## src/rtl/bit_scan_sequencer_pkg.sv

```systemverilog
// Shared types and helpers for the bit-scan sequencer.
// Holds the FSM state encoding, the default vector width and the lowest-set-bit clear.
package bit_scan_pkg;

  localparam int DEFAULT_W = 16;

  // The helper works on a fixed wide word so any W up to LC_W can share it.
  // Zero-extended operands keep the upper result bits zero.
  localparam int LC_W = 64;

  typedef enum logic {
    IDLE = 1'b0,
    SCAN = 1'b1
  } state_t;

  function automatic logic [LC_W-1:0] lowest_clear(input logic [LC_W-1:0] v);
    return v & (v - 1'b1);
  endfunction

endpackage

```

## src/rtl/bit_scan_sequencer_if.sv

```systemverilog
// Load / index handshake bundle for bit_scan_sequencer.
// The idx_last wire exists only when IDX_LAST_EN is defined.
interface bit_scan_sequencer_if
  import bit_scan_pkg::*;
#(
  parameter int W = DEFAULT_W
) ();

  localparam int IW = $clog2(W);

  logic          load_valid;
  logic          load_ready;
  logic [W-1:0]  load_vec;
  logic          flush;
  logic          idx_valid;
  logic          idx_ready;
  logic [IW-1:0] idx;
`ifdef IDX_LAST_EN
  logic          idx_last;
`endif
  logic          busy;
  logic          done;

`ifdef IDX_LAST_EN
  modport master (
    output load_valid, load_vec, flush, idx_ready,
    input  load_ready, idx_valid, idx, idx_last, busy, done
  );

  modport slave (
    input  load_valid, load_vec, flush, idx_ready,
    output load_ready, idx_valid, idx, idx_last, busy, done
  );
`else
  modport master (
    output load_valid, load_vec, flush, idx_ready,
    input  load_ready, idx_valid, idx, busy, done
  );

  modport slave (
    input  load_valid, load_vec, flush, idx_ready,
    output load_ready, idx_valid, idx, busy, done
  );
`endif

endinterface

```

## src/rtl/bit_scan_sequencer_lsb_index.sv

```systemverilog
// Combinational trailing-zero encoder: index of the lowest set bit of vec.
// An all-zero input encodes as 0.
module lsb_index #(
  parameter int W = 16
) (
  input  logic [W-1:0]         vec,
  output logic [$clog2(W)-1:0] idx
);

  localparam int IW = $clog2(W);

  // Scanning downward lets the lowest set bit write last and win.
  always_comb begin
    idx = '0;
    for (int i = W - 1; i >= 0; i--) begin
      if (vec[i]) idx = IW'(i);
    end
  end

endmodule

```

## src/rtl/bit_scan_sequencer.sv

```systemverilog
// Emits the index of every set bit of a loaded vector, lowest first, one per handshake.
// Optional build macro: IDX_LAST_EN adds idx_last, flagging the final index of each vector.
module bit_scan_sequencer
  import bit_scan_pkg::*;
#(
  parameter int W = DEFAULT_W
) (
  input logic                 clk,
  input logic                 rst,
  bit_scan_sequencer_if.slave bus
);

  localparam int IW = $clog2(W);

  state_t         state, state_n;
  logic [W-1:0]   vec_r, vec_n;
  logic           done_r, done_n;
  logic [LC_W-1:0] lc_wide;
  logic           lc_zero;
  logic [IW-1:0]  idx_enc;
  logic           in_scan;

  lsb_index #(.W(W)) u_lsb_index (
    .vec (vec_r),
    .idx (idx_enc)
  );

  assign lc_wide = lowest_clear(LC_W'(vec_r));
  assign lc_zero = (lc_wide == '0);
  assign in_scan = (state == SCAN);

  always_ff @(posedge clk) begin
    if (rst) begin
      state  <= IDLE;
      vec_r  <= '0;
      done_r <= 1'b0;
    end else begin
      state  <= state_n;
      vec_r  <= vec_n;
      done_r <= done_n;
    end
  end

  // flush beats both a load and an index handshake in the same cycle.
  always_comb begin
    state_n = state;
    vec_n   = vec_r;
    done_n  = 1'b0;
    case (state)
      IDLE: begin
        if (!bus.flush && bus.load_valid) begin
          if (bus.load_vec != '0) begin
            vec_n   = bus.load_vec;
            state_n = SCAN;
          end else begin
            done_n = 1'b1;
          end
        end
      end
      SCAN: begin
        if (bus.flush) begin
          vec_n   = '0;
          state_n = IDLE;
        end else if (bus.idx_ready) begin
          vec_n = lc_wide[W-1:0];
          if (lc_zero) begin
            state_n = IDLE;
            done_n  = 1'b1;
          end
        end
      end
      default: begin
        vec_n   = '0;
        state_n = IDLE;
      end
    endcase
  end

  assign bus.load_ready = (state == IDLE);
  assign bus.idx_valid  = in_scan;
  assign bus.busy       = in_scan;
  assign bus.idx        = idx_enc;
  assign bus.done       = done_r;

`ifdef IDX_LAST_EN
  assign bus.idx_last = in_scan & lc_zero;
`endif

endmodule

```

## src/flat_wrapper.sv

```systemverilog
// flat-port wrapper written by rule: the top's interface ports become plain ports
module bit_scan_sequencer_flat import bit_scan_pkg::*;
#(
  parameter int W = DEFAULT_W
)
  (clk, rst, bus_load_valid, bus_load_vec, bus_flush, bus_idx_ready, bus_load_ready, bus_idx_valid, bus_idx, bus_busy, bus_done);
  bit_scan_sequencer_if #(.W(W)) bus_i ();
  input logic clk;
  input logic rst;
  input wire logic [$bits(bus_i.load_valid)-1:0] bus_load_valid;
  input wire logic [$bits(bus_i.load_vec)-1:0] bus_load_vec;
  input wire logic [$bits(bus_i.flush)-1:0] bus_flush;
  input wire logic [$bits(bus_i.idx_ready)-1:0] bus_idx_ready;
  output wire logic [$bits(bus_i.load_ready)-1:0] bus_load_ready;
  output wire logic [$bits(bus_i.idx_valid)-1:0] bus_idx_valid;
  output wire logic [$bits(bus_i.idx)-1:0] bus_idx;
  output wire logic [$bits(bus_i.busy)-1:0] bus_busy;
  output wire logic [$bits(bus_i.done)-1:0] bus_done;
  assign bus_i.load_valid = bus_load_valid;
  assign bus_i.load_vec = bus_load_vec;
  assign bus_i.flush = bus_flush;
  assign bus_i.idx_ready = bus_idx_ready;
  assign bus_load_ready = bus_i.load_ready;
  assign bus_idx_valid = bus_i.idx_valid;
  assign bus_idx = bus_i.idx;
  assign bus_busy = bus_i.busy;
  assign bus_done = bus_i.done;
  bit_scan_sequencer #(.W(W)) u_core (.clk(clk), .rst(rst), .bus(bus_i));
endmodule
```

## config.mk

```make
export PLATFORM = sky130hd
export DESIGN_NAME = bit_scan_sequencer_flat
export DESIGN_NICKNAME = d
export VERILOG_FILES = /design/src/rtl/bit_scan_sequencer_pkg.sv /design/src/rtl/bit_scan_sequencer_if.sv /design/src/rtl/bit_scan_sequencer_lsb_index.sv /design/src/rtl/bit_scan_sequencer.sv /design/src/flat_wrapper.sv
export SDC_FILE = /design/constraint.sdc
export NUM_CORES = 1
export LEC_CHECK = 0
export CAP_MARGIN = 30
export CORE_ASPECT_RATIO = 1.75
export CORE_MARGIN = 8
export CORE_UTILIZATION = 48
export DETAILED_ROUTE_END_ITERATION = 8
export HOLD_SLACK_MARGIN = 0.05
export PLACE_DENSITY = 0.88
export REMOVE_ABC_BUFFERS = 1
export SYNTH_ARGS = -nofsm -noshare
export SYNTH_HDL_FRONTEND = slang
export SYNTH_SLANG_ARGS = --single-unit
```

## constraint.sdc

```tcl
create_clock -name clk -period 2.5 [get_ports clk]
set_input_delay 0.375 -clock clk [delete_from_list [all_inputs] [get_ports clk]]
set_output_delay 0.375 -clock clk [all_outputs]
set_load 0.02 [all_outputs]
```

# Yosys cells after proc, flatten, opt, wreduce, memory -nomap -nowiden
# Index checks and enable logic that the tools add are counted.
[op_classes]
eq_ne = 3
n_div = 0
n_bitwise = 2
multipliers = 0
n_reduce_logical = 5
magnitude_cmp = 0
n_addsub = 1
muxes = 33
n_shift = 0
[ops]
columns = ["operator", "n"]
rows = [
  ["$and 16x64->64", 1],
  ["$logic_not 64->1", 1],
  ["$mux 16", 4],
  ["$mux 4", 16],
  ["$pmux 16 s2", 1],
  ["$sub 16x1->17 const B", 1],
  ["$reduce_bool 16->1", 1],
  ["$mux 1", 10],
  ["$ne 2x1->1 const B", 2],
  ["$pmux 1 s2", 2],
  ["$ne 3x3->1 const B", 1],
  ["$reduce_and 3->1", 1],
  ["$logic_and 1x1->1", 1],
  ["$logic_not 1->1", 1],
  ["$not 1->1", 1],
]
[word_totals]
register_bits = 18
ramBits = 0
word_cells = 47
rom_bits = 0
memories = 0
output_inout_bits = 8
latchBits = 0
inputBits = 21

# Logic depth before layout (Yosys ltp)
[depth]
word_depth = 16
ltp_mapped = 8
ltp_nobuf = 6

# By module
# Synthesis repeated with hierarchy kept, for this count alone.
[unflattened]
cells_unflattened = 172
hier_area_um2 = 1219.9
[by_module_without_submodules]
columns = ["mod", "area_per_inst_um2", "instances", "seq_area_each_um2", "cells_each"]
rows = [
  ["bit_scan_sequencer", 1041.0, 1, 360.3, 141],
  ["lsb_index", 178.9, 1, 0.0, 31],
]

# Worst setup path after synthesis
# OpenSTA, ideal clock, no wires.
[synth_timing]
path_type = "register -> register"
from = "reg u_core.vec_r[0]"
to = "reg u_core.done_r, in the netlist u_core.bus.done"
t_arrival_ps = 2008
required_time_ps = 2435
path_stages_with_launch = 8
slack_ps = 427
period_less_slack_ps = 2073
path_cell_list = "dfxtp_1 > buf_6 > or4_4 > or4b_4 > o221ai_2 > o2111ai_1 > o22a_1 > nor2_1"
[synth_via]
elab_chain_len = 7
[synth_lines]
columns = ["element", "line_no", "text"]
rows = [
  ["start: declaration", "bit_scan_sequencer.sv:16", "logic [W-1:0] vec_r, vec_n;"],
  ["start signal: assignment", "bit_scan_sequencer.sv:39", "vec_r <= vec_n;"],
  ["$sub 16x1->17", "bit_scan_sequencer_pkg.sv:17", "return v & (v - 1'b1);"],
  ["$and 16x64->64 *", "bit_scan_sequencer_pkg.sv:17", ""],
  ["$logic_not 64->1 *", "bit_scan_sequencer.sv:29", "assign lc_zero = (lc_wide == '0);"],
  ["$mux 1 *", "bit_scan_sequencer.sv:66", "if (lc_zero) begin"],
  ["$mux 1 *", "bit_scan_sequencer.sv:64", "end else if (bus.idx_ready) begin"],
  ["$mux 1 *", "bit_scan_sequencer.sv:61", "if (bus.flush) begin"],
  ["$pmux 1 s2 *", "bit_scan_sequencer.sv:49", "case (state)"],
  ["end signal: assignment", "bit_scan_sequencer.sv:40", "done_r <= done_n;"],
  ["end: declaration", "bit_scan_sequencer.sv:17", "logic done_r, done_n;"],
]
# Every way passes the cells marked *; elsewhere a longest branch is shown, timed or not.
# A chain may end at the register's enable or synchronous reset.

# Worst setup path after layout
[layout_timing]
from = "reg u_core.vec_r[15]"
to = "out bus_idx[1]"
[layout_via]
elab_chain_len = 16
[layout_lines]
columns = ["element", "line_no", "text"]
rows = [
  ["$mux 4 (16 in a row)", "bit_scan_sequencer_lsb_index.sv:16", "if (vec[i]) idx = IW'(i);"],
  ["end: declaration", "flat_wrapper.sv:16", "output wire logic [$bits(bus_i.idx)-1:0] bus_idx;"],
]
# No other way between the ends.

==> impl_metrics.env <==
export IMPL_run_status="finished, final reports clean"
export IMPL_place_gp_congestion=0.875
export IMPL_synth_top_cell_area_share_pct=30.5
export IMPL_r2r_end="u_core.bus.done$_SDFF_PP0_"
export IMPL_grt_pass1_wl_mm=5.81
export IMPL_start_util_pct=49.1
export IMPL_rsz0062_at_grt="false"
export IMPL_worstSkewPairLatency_ns=0.26
export IMPL_syn_area_per_cell_sq_um=7.07
export IMPL_reg2reg_from="u_core.vec_r[1]$_SDFFE_PP0P_"
export IMPL_antenna_found_initial=0
export IMPL_nNetsFinal=214
export IMPL_drtIter0Drc=72
export IMPL_ys_top_cells_by_area="dfxtp_1 31%, a21oi_1 8.9%, nor2_1 8.6%, nand2_1 4.8%, o21ai_0 4.2%"
export IMPL_post_synth_num_cell_types=41
export IMPL_synth_fa_ha_area_share_pct=1.70
export IMPL_yosys_warnings=0
export IMPL_syn_area_sq_mm=0.00118
export IMPL_cts_path_max_buffers=2
export IMPL_drive_gt1_share_pct=8.85
export IMPL_die_h_um=81.6
export IMPL_hold_path_class="flip-flop to flip-flop"
export IMPL_critPathMaxFanout=5
export IMPL_placed_cell_area_sq_mm=0.00148
export IMPL_grtUsageTotal_pct=16.7
export IMPL_drc_errors=0
export IMPL_worstMarginPinSlew_ns=0.675
export IMPL_powerDensity_mw_per_mm2=537
export IMPL_vias=1353
export IMPL_hold_viol=0
export IMPL_drv_cap=0
export IMPL_yosys_area_top_type="dfxtp_1"
export IMPL_design_area_sq_mm=0.00154
export IMPL_num_rows=24
export IMPL_seq_area_frac_synth_pct=30.5
export IMPL_ys_ff_latch=18
export IMPL_detail_route_wl_per_cell_um=16.1
export IMPL_async_flop_share_pct=0
export IMPL_core_area_sq_mm=0.00240
export IMPL_leakage_nw=0.561
export IMPL_finalClockSkew_ns=0.00766
export IMPL_setup_viol=0
export IMPL_drv_slew=0
export IMPL_dp_slack_ns=0.142
export IMPL_worstSetupStartpointType="flip-flop"
export IMPL_rrSetupSlack_ns=0.29
export IMPL_clock_sinks=18
export IMPL_area_growth_pct=30.1
export IMPL_first_global_vias=1318
export IMPL_max_freq_mhz=418
export IMPL_grt_max_degree=19
export IMPL_overflow=0
export IMPL_synth_xor_area_share_pct=0
export IMPL_critPathKind="flip-flop to output port"
export IMPL_cts_root_buf="clkbuf_8"
export IMPL_cp_required_ns=2.12
export IMPL_path_clk_slew_ns=0.07
export IMPL_synth_compound_area_share_pct=33.2
export IMPL_synth_top_family_by_area="compound AO/OA/AOI/OAI gates"
export IMPL_synth_edf_count=0
export IMPL_mostFrequentLayoutCell="nor2_1"
export IMPL_ctsHtreeMaxLevel=1
export IMPL_synth_simple_area_share_pct=26.7
export IMPL_drt_wl_total_mm=3.52
export IMPL_dr_pass1_iters=4
export IMPL_ant_nets=0
export IMPL_numPortBuffers=28
export IMPL_cp_end_kind="output port"
export IMPL_post_route_util_pct=63.9
export IMPL_layout_min_cycle_time_ns=2.39
export IMPL_cp_arrival_ns=2.02
export IMPL_synthCells=167
export IMPL_dp_hpwl_mm=2.70
export IMPL_r2r_cells=6
export IMPL_final_cell_mix="27 x nor2_1, 25 x clkdlybuf4s50_1, 21 x a21oi_1"
export IMPL_post_cts_buffers=0
export IMPL_numCtsBuffers=3
export IMPL_io_pins=29
export IMPL_fillCellCount=237
export IMPL_ir_worst_vdd_uv=319
export IMPL_synth_flop_cell="dfxtp_1"
export IMPL_cts_tree="yes"
export IMPL_endpoint="bus_idx[1]"
export IMPL_worst_slack_ns=0.105
export IMPL_startpoint="u_core.vec_r[15]$_SDFFE_PP0P_"
export IMPL_n_antenna_cell=0
export IMPL_die_w_um=53.5
export IMPL_synth_mux_area_share_pct=0
export IMPL_die_area_sq_mm=0.00436
export IMPL_via_per_inst=6.21
export IMPL_relSlewSlack_pct=54.8
export IMPL_min_period_over_period_pct=95.8
==> metrics by stage <==
step	hold slack, ns	std cells	power, W	setup TNS, ns
4_1_cts	0.540	218	0.000819	0
6_report	0.548	218	0.000824	0
3_3_place_gp	0.509	214	0.000580	0
2_1_floorplan	0.444	153	0.000468	-0.00623
5_1_grt	0.576	218	0.000859	0
3_5_place_dp	0.530	214	0.000588	0
==> cell families (layout without fill, tap and decap cells) <==
logic type / after synthesis / after routing
flip-flops: 18 / 18
buffers and inverters: 21 / 46
adder cells (fa/ha/maj): 2 / 2
AO/OA/AOI/OAI: 61 / 61
AND/OR/NAND/NOR: 65 / 65
==> per-layer routing <==
| layer | routed length (um) | vias to the layer above | GRT usage (%) |
|---|---|---|---|
| li1 | - | 661 | - |
| met1 | 1300 | 635 | 16.5 |
| met2 | 1940 | 44 | 31.6 |
| met3 | 181 | 13 | 3.99 |
| met4 | 93 | 0 | 6.60 |
| met5 | 0 | - | 0 |
==> registers in the layout, indices dropped and copies added, names as in the netlist <==
| name | count |
|---|---|
| u_core.bus.done | 1 |
| u_core.bus.busy | 1 |
| u_core.vec_r | 16 |
==> worst min-delay path by stage <==
stage,slack [ns],cells after the start,startpoint,end
CTS,0.54,2,u_core.vec_r[15]$_SDFFE_PP0P_,u_core.vec_r[15]$_SDFFE_PP0P_
finish,0.55,2,u_core.vec_r[14]$_SDFFE_PP0P_,u_core.vec_r[14]$_SDFFE_PP0P_
floorplan,0.44,1,rst,u_core.vec_r[10]$_SDFFE_PP0P_
global route,0.58,2,u_core.vec_r[15]$_SDFFE_PP0P_,u_core.vec_r[15]$_SDFFE_PP0P_
global placement,0.51,2,u_core.vec_r[15]$_SDFFE_PP0P_,u_core.vec_r[15]$_SDFFE_PP0P_
detailed placement,0.53,2,u_core.vec_r[15]$_SDFFE_PP0P_,u_core.vec_r[15]$_SDFFE_PP0P_
==> power breakdown <==
part	internal [W]	switching, W	total, W
clock	0.000140	0.000103	0.000243
combinational	0.000124	0.000135	0.000260
sequential	0.000300	0.0000215	0.000321
==> synth_stat cells (all sizes together), types with 3 or more instances <==
cell type,count
nor2,27
a21oi,21
dfxtp,18
nand2,15
o21ai,14
clkbuf,9
a31oi,7
inv,7
nor4,7
buf,5
a2111oi,3
nand3,3
nor3,3
==> critical path: stages, from the launching register on <==
cell           delay [ns]
dfxtp_1              0.34
or2_2                0.32
a211oi_1             0.23
nor3_1               0.07
o31a_1               0.25
o31a_1               0.24
dlygate4sd2_1        0.32
==> layout make-up <==
class	count	area (sq um)	share of cell area, %
clock buffers	4	55.1	3.59
repair buffers	35	333	21.7
well taps	26	32.5	2.12
inverters	7	26.3	1.71
flip-flops and latches	18	360	23.5
multi-input cells	128	728	47.4
==> repair_timing <==
action,4_1_cts,5_1_grt
pin swaps,0,0
gates resized for setup,3,1
hold buffers,0,0
setup endpoints to repair,2,1
(Power assumes the default switching activity.)
